===== src/rtl/sha256_drv_pkg.sv =====
// Shared types and constants for the SHA-256 nonce-search driver.
// Optional core watchdog is enabled with SHA256_DRV_WATCHDOG_EN.
package sha256_drv_pkg;

    typedef enum logic [2:0] {
        IDLE,
        CRST,
        CSTART,
        WAIT,
        CMP
    } drv_state_t;

    localparam logic [31:0] PAD_WORD     = 32'h8000_0000;
    localparam logic [31:0] LEN_WORD     = 32'h0000_0180;
    localparam int          WDOG_LIMIT   = 127;
    localparam int          PREFIX_WORDS = 11;

endpackage


===== src/rtl/sha256_block_pack.sv =====
// Builds the padded 512-bit block: 11 prefix words, nonce, pad, length.
// Word i of the block occupies bits [32i+:32].
module sha256_block_pack
    import sha256_drv_pkg::*;
(
    input  logic [32*PREFIX_WORDS-1:0] prefix_i,
    input  logic [31:0]                nonce_i,
    output logic [511:0]               block_o
);

    assign block_o = {LEN_WORD, 32'h0, 32'h0, PAD_WORD, nonce_i, prefix_i};

endmodule


===== src/rtl/sha256_nonce_driver.sv =====
// Sequences the SHA-256 core over a nonce range and reports the first hit.
// Core watchdog is compiled in with SHA256_DRV_WATCHDOG_EN.
module sha256_nonce_driver
    import sha256_drv_pkg::*;
(
    input  logic                       clk,
    input  logic                       reset,
    input  logic                       job_valid,
    output logic                       job_ready,
    input  logic [32*PREFIX_WORDS-1:0] job_prefix,
    input  logic [255:0]               job_target,
    input  logic [31:0]                job_nonce_start,
    input  logic [31:0]                job_nonce_end,
    input  logic                       abort,
    output logic                       core_reset,
    output logic                       core_start,
    output logic [511:0]               core_block,
    input  logic                       core_done,
    input  logic [255:0]               core_digest,
    output logic                       found_valid,
    output logic [31:0]                found_nonce,
    output logic [255:0]               found_digest,
    output logic                       exhausted,
    output logic                       wdog_err,
    output logic                       busy
);

    drv_state_t                 state_q, state_d;
    logic [32*PREFIX_WORDS-1:0] prefix_q, prefix_d;
    logic [255:0]               target_q, target_d;
    logic [31:0]                end_q, end_d;
    logic [31:0]                nonce_q, nonce_d;
    logic                       crst_q, crst_d;
    logic                       fvalid_q, fvalid_d;
    logic [31:0]                fnonce_q, fnonce_d;
    logic [255:0]               fdigest_q, fdigest_d;
    logic                       exh_q, exh_d;
    logic [511:0]               block;
`ifdef SHA256_DRV_WATCHDOG_EN
    logic [6:0]                 wcnt_q, wcnt_d;
    logic                       wdog_q, wdog_d;
`endif

    sha256_block_pack u_pack (
        .prefix_i (prefix_q),
        .nonce_i  (nonce_q),
        .block_o  (block)
    );

    always_ff @(posedge clk) begin
        if (reset) begin
            state_q   <= IDLE;
            prefix_q  <= '0;
            target_q  <= '0;
            end_q     <= '0;
            nonce_q   <= '0;
            crst_q    <= 1'b1;
            fvalid_q  <= 1'b0;
            fnonce_q  <= '0;
            fdigest_q <= '0;
            exh_q     <= 1'b0;
`ifdef SHA256_DRV_WATCHDOG_EN
            wcnt_q    <= '0;
            wdog_q    <= 1'b0;
`endif
        end else begin
            state_q   <= state_d;
            prefix_q  <= prefix_d;
            target_q  <= target_d;
            end_q     <= end_d;
            nonce_q   <= nonce_d;
            crst_q    <= crst_d;
            fvalid_q  <= fvalid_d;
            fnonce_q  <= fnonce_d;
            fdigest_q <= fdigest_d;
            exh_q     <= exh_d;
`ifdef SHA256_DRV_WATCHDOG_EN
            wcnt_q    <= wcnt_d;
            wdog_q    <= wdog_d;
`endif
        end
    end

    always_comb begin
        state_d   = state_q;
        prefix_d  = prefix_q;
        target_d  = target_q;
        end_d     = end_q;
        nonce_d   = nonce_q;
        crst_d    = 1'b0;
        fvalid_d  = 1'b0;
        fnonce_d  = fnonce_q;
        fdigest_d = fdigest_q;
        exh_d     = 1'b0;
`ifdef SHA256_DRV_WATCHDOG_EN
        wcnt_d    = wcnt_q;
        wdog_d    = 1'b0;
`endif
        // abort outranks every state action, including a hit in CMP
        if (state_q != IDLE && abort) begin
            state_d = IDLE;
            crst_d  = 1'b1;
        end else begin
            unique case (state_q)
                IDLE: begin
                    if (job_valid) begin
                        prefix_d = job_prefix;
                        target_d = job_target;
                        end_d    = job_nonce_end;
                        nonce_d  = job_nonce_start;
                        crst_d   = 1'b1;
                        state_d  = CRST;
                    end
                end
                CRST: state_d = CSTART;
                CSTART: begin
                    state_d = WAIT;
`ifdef SHA256_DRV_WATCHDOG_EN
                    wcnt_d  = '0;
`endif
                end
                WAIT: begin
                    if (core_done) begin
                        state_d = CMP;
`ifdef SHA256_DRV_WATCHDOG_EN
                    end else if (wcnt_q == 7'(WDOG_LIMIT - 1)) begin
                        wdog_d  = 1'b1;
                        crst_d  = 1'b1;
                        state_d = IDLE;
                    end else begin
                        wcnt_d  = wcnt_q + 7'd1;
`endif
                    end
                end
                CMP: begin
                    if (core_digest < target_q) begin
                        fvalid_d  = 1'b1;
                        fnonce_d  = nonce_q;
                        fdigest_d = core_digest;
                        state_d   = IDLE;
                    end else if (nonce_q == end_q) begin
                        exh_d   = 1'b1;
                        state_d = IDLE;
                    end else begin
                        nonce_d = nonce_q + 32'd1;
                        crst_d  = 1'b1;
                        state_d = CRST;
                    end
                end
                default: state_d = IDLE;
            endcase
        end
    end

    assign job_ready    = (state_q == IDLE);
    assign busy         = (state_q != IDLE);
    assign core_reset   = crst_q;
    assign core_start   = (state_q == CSTART);
    assign core_block   = (state_q == IDLE) ? '0 : block;
    assign found_valid  = fvalid_q;
    assign found_nonce  = fnonce_q;
    assign found_digest = fdigest_q;
    assign exhausted    = exh_q;
`ifdef SHA256_DRV_WATCHDOG_EN
    assign wdog_err     = wdog_q;
`else
    assign wdog_err     = 1'b0;
`endif

endmodule

===== config.mk =====
export PLATFORM = sky130hd
export DESIGN_NAME = sha256_nonce_driver
export DESIGN_NICKNAME = d
export VERILOG_FILES = /design/src/rtl/sha256_drv_pkg.sv /design/src/rtl/sha256_block_pack.sv /design/src/rtl/sha256_nonce_driver.sv
export SDC_FILE = /design/constraint.sdc
export NUM_CORES = 2
export LEC_CHECK = 0
export CORE_AREA = 2 2 680 682
export DETAILED_ROUTE_END_ITERATION = 16
export DIE_AREA = 0 0 682 684
export GPL_TIMING_DRIVEN = 0
export PLACE_DENSITY = 0.39
export SLEW_MARGIN = 10
export SYNTH_ARGS = -nofsm -noshare
export SYNTH_HDL_FRONTEND = slang
export SYNTH_HIERARCHICAL = 1
export SYNTH_SLANG_ARGS = --single-unit

===== constraint.sdc =====
create_clock -name clk -period 5.78 [get_ports clk]
set_input_delay 0.578 -clock clk [delete_from_list [all_inputs] [get_ports clk]]
set_output_delay 0.578 -clock clk [all_outputs]
set_load 0.01 [all_outputs]

; Word-level counts from Yosys, hierarchy flattened
; Index checks and enable logic that the tools add are counted.
[totals]
ff_bits = 966
output_inout_bits = 807
[op_classes]
muxes = 16
n_bitwise = 2
add_sub_neg = 1
n_reduce_logical = 11
n_eq_ne = 9
order_cmp = 1
[ops]
columns = operator, n
row1 = $mux 489, 1
row2 = $lt 256x256->1, 1
row3 = $mux 32, 3
row4 = $pmux 32 s2, 1
row5 = $add 32x1->32 const B, 1
row6 = $eq 32x32->1, 1
row7 = $pmux 3 s5, 1
row8 = $ne 2x2->1 const B, 4
row9 = $mux 1, 7
row10 = $eq 3x2->1 const B, 2
row11 = $mux 3, 2
row12 = $reduce_and 3->1, 2
row13 = $reduce_and 5->1, 1
row14 = $reduce_or 4->1, 1
row15 = $eq 3x1->1 const B, 1
row16 = $eq 3x3->1 const B, 1
row17 = $logic_not 3->1, 1
row18 = $reduce_bool 3->1, 1
row19 = $reduce_or 3->1, 1
row20 = $not 1->1, 2
row21 = $pmux 1 s2, 1
row22 = $reduce_and 2->1, 1
row23 = $reduce_bool 2->1, 1
row24 = $reduce_or 2->1, 1
row25 = $logic_and 1x1->1, 1

; Longest topological paths before layout
[logic_depth]
ltp_word = 4
depth_mapped = 15
depth_no_buf = 12

; Hierarchy
; Netlist, hierarchy kept.
[by_module_without_submodules]
columns = module, cells_each, area_per_inst_um2, instances, seq_area_each_um2
row1 = sha256_nonce_driver, 5588, 44420.1, 1, 19338.5
row2 = sha256_block_pack, 514, 3851.2, 1, 0.0

; Worst setup path before layout
; Ideal clock, no wire load.
[synth_timing]
kind = input to register
startpoint = in core_digest[251]
endpoint = reg fnonce_q[11], in the netlist found_nonce[11]
setup_time_ns = 0.128
stages = 14
n_path_buf = 3
t_arrival_ns = 3.459
path_slack_ns = 2.193
cell_sequence = ha_1 > nand4_1 > nor4_2 > nand4_1 > or3_1 > or3_1 > nor4_1 > nor3_1 > nand3_1 > buf_2 > buf_4 > buf_6 > mux2i_1 > nor2_1
[synth_between]
elab_chain_cells = 2
[synth_rtl]
columns = item, line
row1 = from (decl), sha256_nonce_driver.sv:19  ; input logic [255:0] core_digest,
row2 = $lt 256x256->1, sha256_nonce_driver.sv:136  ; if (core_digest < target_q) begin
row3 = $reduce_and 3->1 (no line), n/a
row4 = to (signal assigned), sha256_nonce_driver.sv:74  ; fnonce_q <= fnonce_d;
row5 = to (decl), sha256_nonce_driver.sv:35  ; logic [31:0] fnonce_q, fnonce_d;
; No other way between the ends.
; A chain may end at the register's enable or synchronous reset.

; Worst setup path after layout
[layout_timing]
startpoint = reg target_q[54]
endpoint = reg fdigest_q[109], in the netlist found_digest[109]
[layout_between]
elab_chain_cells = 2
[layout_rtl]
columns = item, line
row1 = from (decl), sha256_nonce_driver.sv:30  ; logic [255:0] target_q, target_d;
row2 = from (signal assigned), sha256_nonce_driver.sv:69  ; target_q <= target_d;
row3 = $lt 256x256->1, sha256_nonce_driver.sv:136
row4 = $reduce_and 3->1 (no line), n/a
row5 = to (signal assigned), sha256_nonce_driver.sv:75  ; fdigest_q <= fdigest_d;
row6 = to (decl), sha256_nonce_driver.sv:36  ; logic [255:0] fdigest_q, fdigest_d;
; No other way between the ends.

==> flow_metrics.tcl <==
set metrics [dict create \
    maximum_clock_insertion_buffer_count 4 \
    worst_relative_slew_slack_pct 9.92 \
    critical_path_arrival_ps 6280 \
    worst_slew_pin_slew_ps 1350 \
    port_buffers 1612 \
    critical_path_cell_count 18 \
    final.setup.tns_ps 0 \
    post-route-min-period_ps 5590 \
    numClockSinks 966 \
    global_route_wire_length_before_repair_mm 493 \
    fin_crit_sh_pct 96.7 \
    ir_drop_worst_case_vdd_v 0.000190 \
    routed_wire_length_per_instance_um 27.3 \
    postSynth.asyncResetShare_pct 0 \
    detail-route-antenna-nets 0 \
    synthMostInstantiatedCell "sky130_fd_sc_hd__nand2_1" \
    post-route-cell-area_mm2 0.0780 \
    first_global_vias 46800 \
    avgSynthCellArea_um2 7.91 \
    synth.yosys.warnings 6 \
    worstRegToRegCells 18 \
    insertion_delay_ps 860 \
    detailedPlacementHpwl_mm 344 \
    synth_largest_type_area_fraction_pct 40.1 \
    synth-seq-cells 966 \
    detailedRoute.firstIterationViolations 3306 \
    dp.cells 14000 \
    ctsHoldBuffers 0 \
    cts-buffers-inserted 141 \
    num-nets-final 9191 \
    finalSetupViolations 0 \
    maximum_number_of_pins_on_one_net_before_global_route_repair 14 \
    synth_sequential_area_ratio_pct 40.1 \
    timing.critical_path.max_delay_family "simple AND/OR/NAND/NOR gates" \
    cp_num_buf_inv 7 \
    critical_path.slowest_cell "sky130_fd_sc_hd__nor4bb_1" \
    fin_hold_ws_ps 276 \
    i_o_pin_count 1740 \
    final_max_slew_viol_count 0 \
    total_leakage_power_nw 30.9 \
    die_h_um 684 \
    vias 48900 \
    finalWirelength_mm 391 \
    floorplan.rows 249 \
    hold_viol_final 0 \
    netlist_top_cells_area "sky130_fd_sc_hd__dfxtp_1 40%, sky130_fd_sc_hd__nand2_1 11%, sky130_fd_sc_hd__buf_4 8.3%" \
    required_time_worst_endpoint_ps 6470 \
    pre_cts_ws_ps -2250 \
    drt_first_pass_iters 6 \
    place_congestion 0.930 \
    hold_path_class "in -> reg" \
    vias_per_cell 3.41 \
    worst-path-max-fanout 10 \
    area_leader_netlist "sky130_fd_sc_hd__dfxtp_1" \
    maxCapViolCount 0 \
    worstSetupStartpointType "flip-flop" \
    worst_slack_ps 192 \
    synth_area_mm2 0.0483 \
    fill_cells 52400 \
    fraction_of_layout_instances_using_a_drive_strength_above_1_pct 10.2 \
    core-area_mm2 0.459 \
    slowest_cell_delay_on_critical_path_ps 910 \
    post_synth_most_frequent_cells "1392 x sky130_fd_sc_hd__nand2_1, 966 x sky130_fd_sc_hd__dfxtp_1, 753 x sky130_fd_sc_hd__a21oi_1" \
    yosys_cell_types 64 \
    cts_tree "yes" \
    finalClockSkew_ps 77.6 \
    grt_remaining_overflow 0 \
    final_core_utilization_pct 17.0 \
    dominantRegCellSynth "sky130_fd_sc_hd__dfxtp_1" \
    cts.htree.levels 4 \
    groute.usage.overall_pct 16.1 \
    initial_utilization_pct 10.5 \
    grt_setup_unrepaired "false" \
    crit_chain "inv_1, ha_1, and4_1, nor4bb_1, nand4_1, a211oi_1, nor4_2, buf_4, nor4_4, buf_6, nor3_2, buf_8, nand3_1, buf_8, buf_6, buf_4, mux2i_1, nor2_1" \
    result_of_the_run "complete, no violations" \
    min_path_cells 3 \
    die-width_um 682 \
    placed_standard_cell_area_mm2 0.0729 \
    cellPowerDensity_mw_per_mm2 256 \
    clock-root-buffer "sky130_fd_sc_hd__clkbuf_16" \
    number_of_antenna_violations_at_the_first_check_in_global_routing 239 \
    criticalPathCategory "reg -> reg" \
    area_growth_pct 61.5 \
    count_of_placed_standard_cells_in_the_final_layout_fillers_left_out 14300 \
    max_clock_freq_mhz 179 \
    die_area_mm2 0.466 \
    cts.reportedPaths.clkPinSlew_ps 60 \
    synth_edf_count 0 \
    setup.worst_path.end_class "flip-flop" \
    post-route-drc-count 0 \
    post-layout-total-power_mw 20.0 \
    synth_cells 6102 \
]
==> flip-flops by register name, indices dropped and copies added (netlist names) <==
signal        count
found_digest    256
end_q            32
state_q           3
found_valid       1
target_q        256
nonce_q          32
prefix_q        352
exhausted         1
core_reset        1
found_nonce      32
==> layer usage <==
metal | part of all wire [%] | vias up | wire [µm] | track usage (%)
met3 | 8.2 | 597 | 32200 | 5.30
met1 | 40 | 23200 | 158000 | 18.9
met2 | 48 | 1841 | 187000 | 27.7
li1 | - | 23200 | - | -
met5 | 0.22 | - | 862 | 0
met4 | 3.2 | 130 | 12600 | 4.51
==> power by group <==
part           total (mW)  internal [mW]  switching (mW)  leakage, nW
clock                9.10           5.36            3.73         2.30
sequential           7.22           6.98           0.239         7.89
combinational        3.66           1.59            2.06         20.7
==> area by class of cell <==
type                    count  area (µm²)  area share [%]
repair buffers           1631       16500            21.1
inverters                 266        1000            1.29
plain buffers             883        5430            6.97
clock inverters            51         676           0.867
diodes                     74         185           0.238
clock buffers             192        4020            5.16
well taps                6149        7690            9.87
multi-input cells        4113       23100            29.7
flip-flops and latches    966       19300            24.8
==> logic make-up (layout without fill, tap and decap cells) <==
| family | Yosys count | after routing | share of synthesized area, % |
|---|---|---|---|
| DFF | 966 | 966 | 40.1 |
| and+or+nand+nor | 2459 | 2459 | 22.8 |
| buffers and inverters | 1149 | 3023 | 13.2 |
| AOI/OAI and AO/OA | 939 | 939 | 10.6 |
| xor gates and xnor gates | 35 | 35 | 0.635 |
| muxes | 295 | 295 | 6.12 |
| other | 3 | 203 | 0.0233 |
| adders and majority gates | 256 | 256 | 6.64 |
==> final timing paths <==
check	endpoint	slack (ps)	startpoint
worst max-delay path	found_digest[109]	190	target_q[54]
worst min-delay path	end_q[14]	280	job_nonce_end[14]
worst max register to register	found_digest[109]	190	target_q[54]
worst min register to register	prefix_q[280]	450	prefix_q[280]
==> tightest hold or removal path, stage by stage <==
cell and delay (ps):
sky130_fd_sc_hd__clkdlybuf4s50_1 400, sky130_fd_sc_hd__nand2_1 60, sky130_fd_sc_hd__a21oi_1 50
==> cells in the final DEF, fill, tap and decap left out, types with 8 or more instances in the layout <==
| cell type | instances |
|---|---|
| sky130_fd_sc_hd__clkbuf_16 | 143 |
| sky130_fd_sc_hd__ha_1 | 255 |
| sky130_fd_sc_hd__a211oi_1 | 20 |
| sky130_fd_sc_hd__clkdlybuf4s50_1 | 1612 |
| sky130_fd_sc_hd__dfxtp_1 | 965 |
| sky130_fd_sc_hd__nand4_1 | 61 |
| sky130_fd_sc_hd__inv_6 | 8 |
| sky130_fd_sc_hd__clkbuf_1 | 337 |
| sky130_fd_sc_hd__inv_1 | 265 |
| sky130_fd_sc_hd__and2_1 | 520 |
| sky130_fd_sc_hd__a32oi_1 | 8 |
| sky130_fd_sc_hd__nor3_1 | 36 |
| sky130_fd_sc_hd__and4_1 | 10 |
| sky130_fd_sc_hd__a221oi_1 | 10 |
| sky130_fd_sc_hd__diode_2 | 74 |
| sky130_fd_sc_hd__mux2i_1 | 293 |
| sky130_fd_sc_hd__xnor2_1 | 33 |
| sky130_fd_sc_hd__a21o_1 | 14 |
| sky130_fd_sc_hd__nor2_1 | 334 |
| sky130_fd_sc_hd__a21oi_1 | 753 |
| sky130_fd_sc_hd__clkbuf_2 | 17 |
| sky130_fd_sc_hd__conb_1 | 129 |
| sky130_fd_sc_hd__clkinv_2 | 17 |
| sky130_fd_sc_hd__bufinv_16 | 10 |
| sky130_fd_sc_hd__nand3_1 | 52 |
| sky130_fd_sc_hd__clkinvlp_4 | 8 |
| sky130_fd_sc_hd__and3_1 | 12 |
| sky130_fd_sc_hd__o32ai_1 | 8 |
| sky130_fd_sc_hd__nand2_1 | 1391 |
| sky130_fd_sc_hd__nor4_1 | 11 |
| sky130_fd_sc_hd__buf_4 | 534 |
| sky130_fd_sc_hd__buf_2 | 8 |
| sky130_fd_sc_hd__o211ai_1 | 11 |
| sky130_fd_sc_hd__o21ai_0 | 55 |
| sky130_fd_sc_hd__clkbuf_8 | 26 |
==> repair_timing <==
item,CTS,global route
buffers inserted,3,0
gates resized for setup,24,0
setup endpoints to repair,326,0
(Power assumes the default switching activity.)
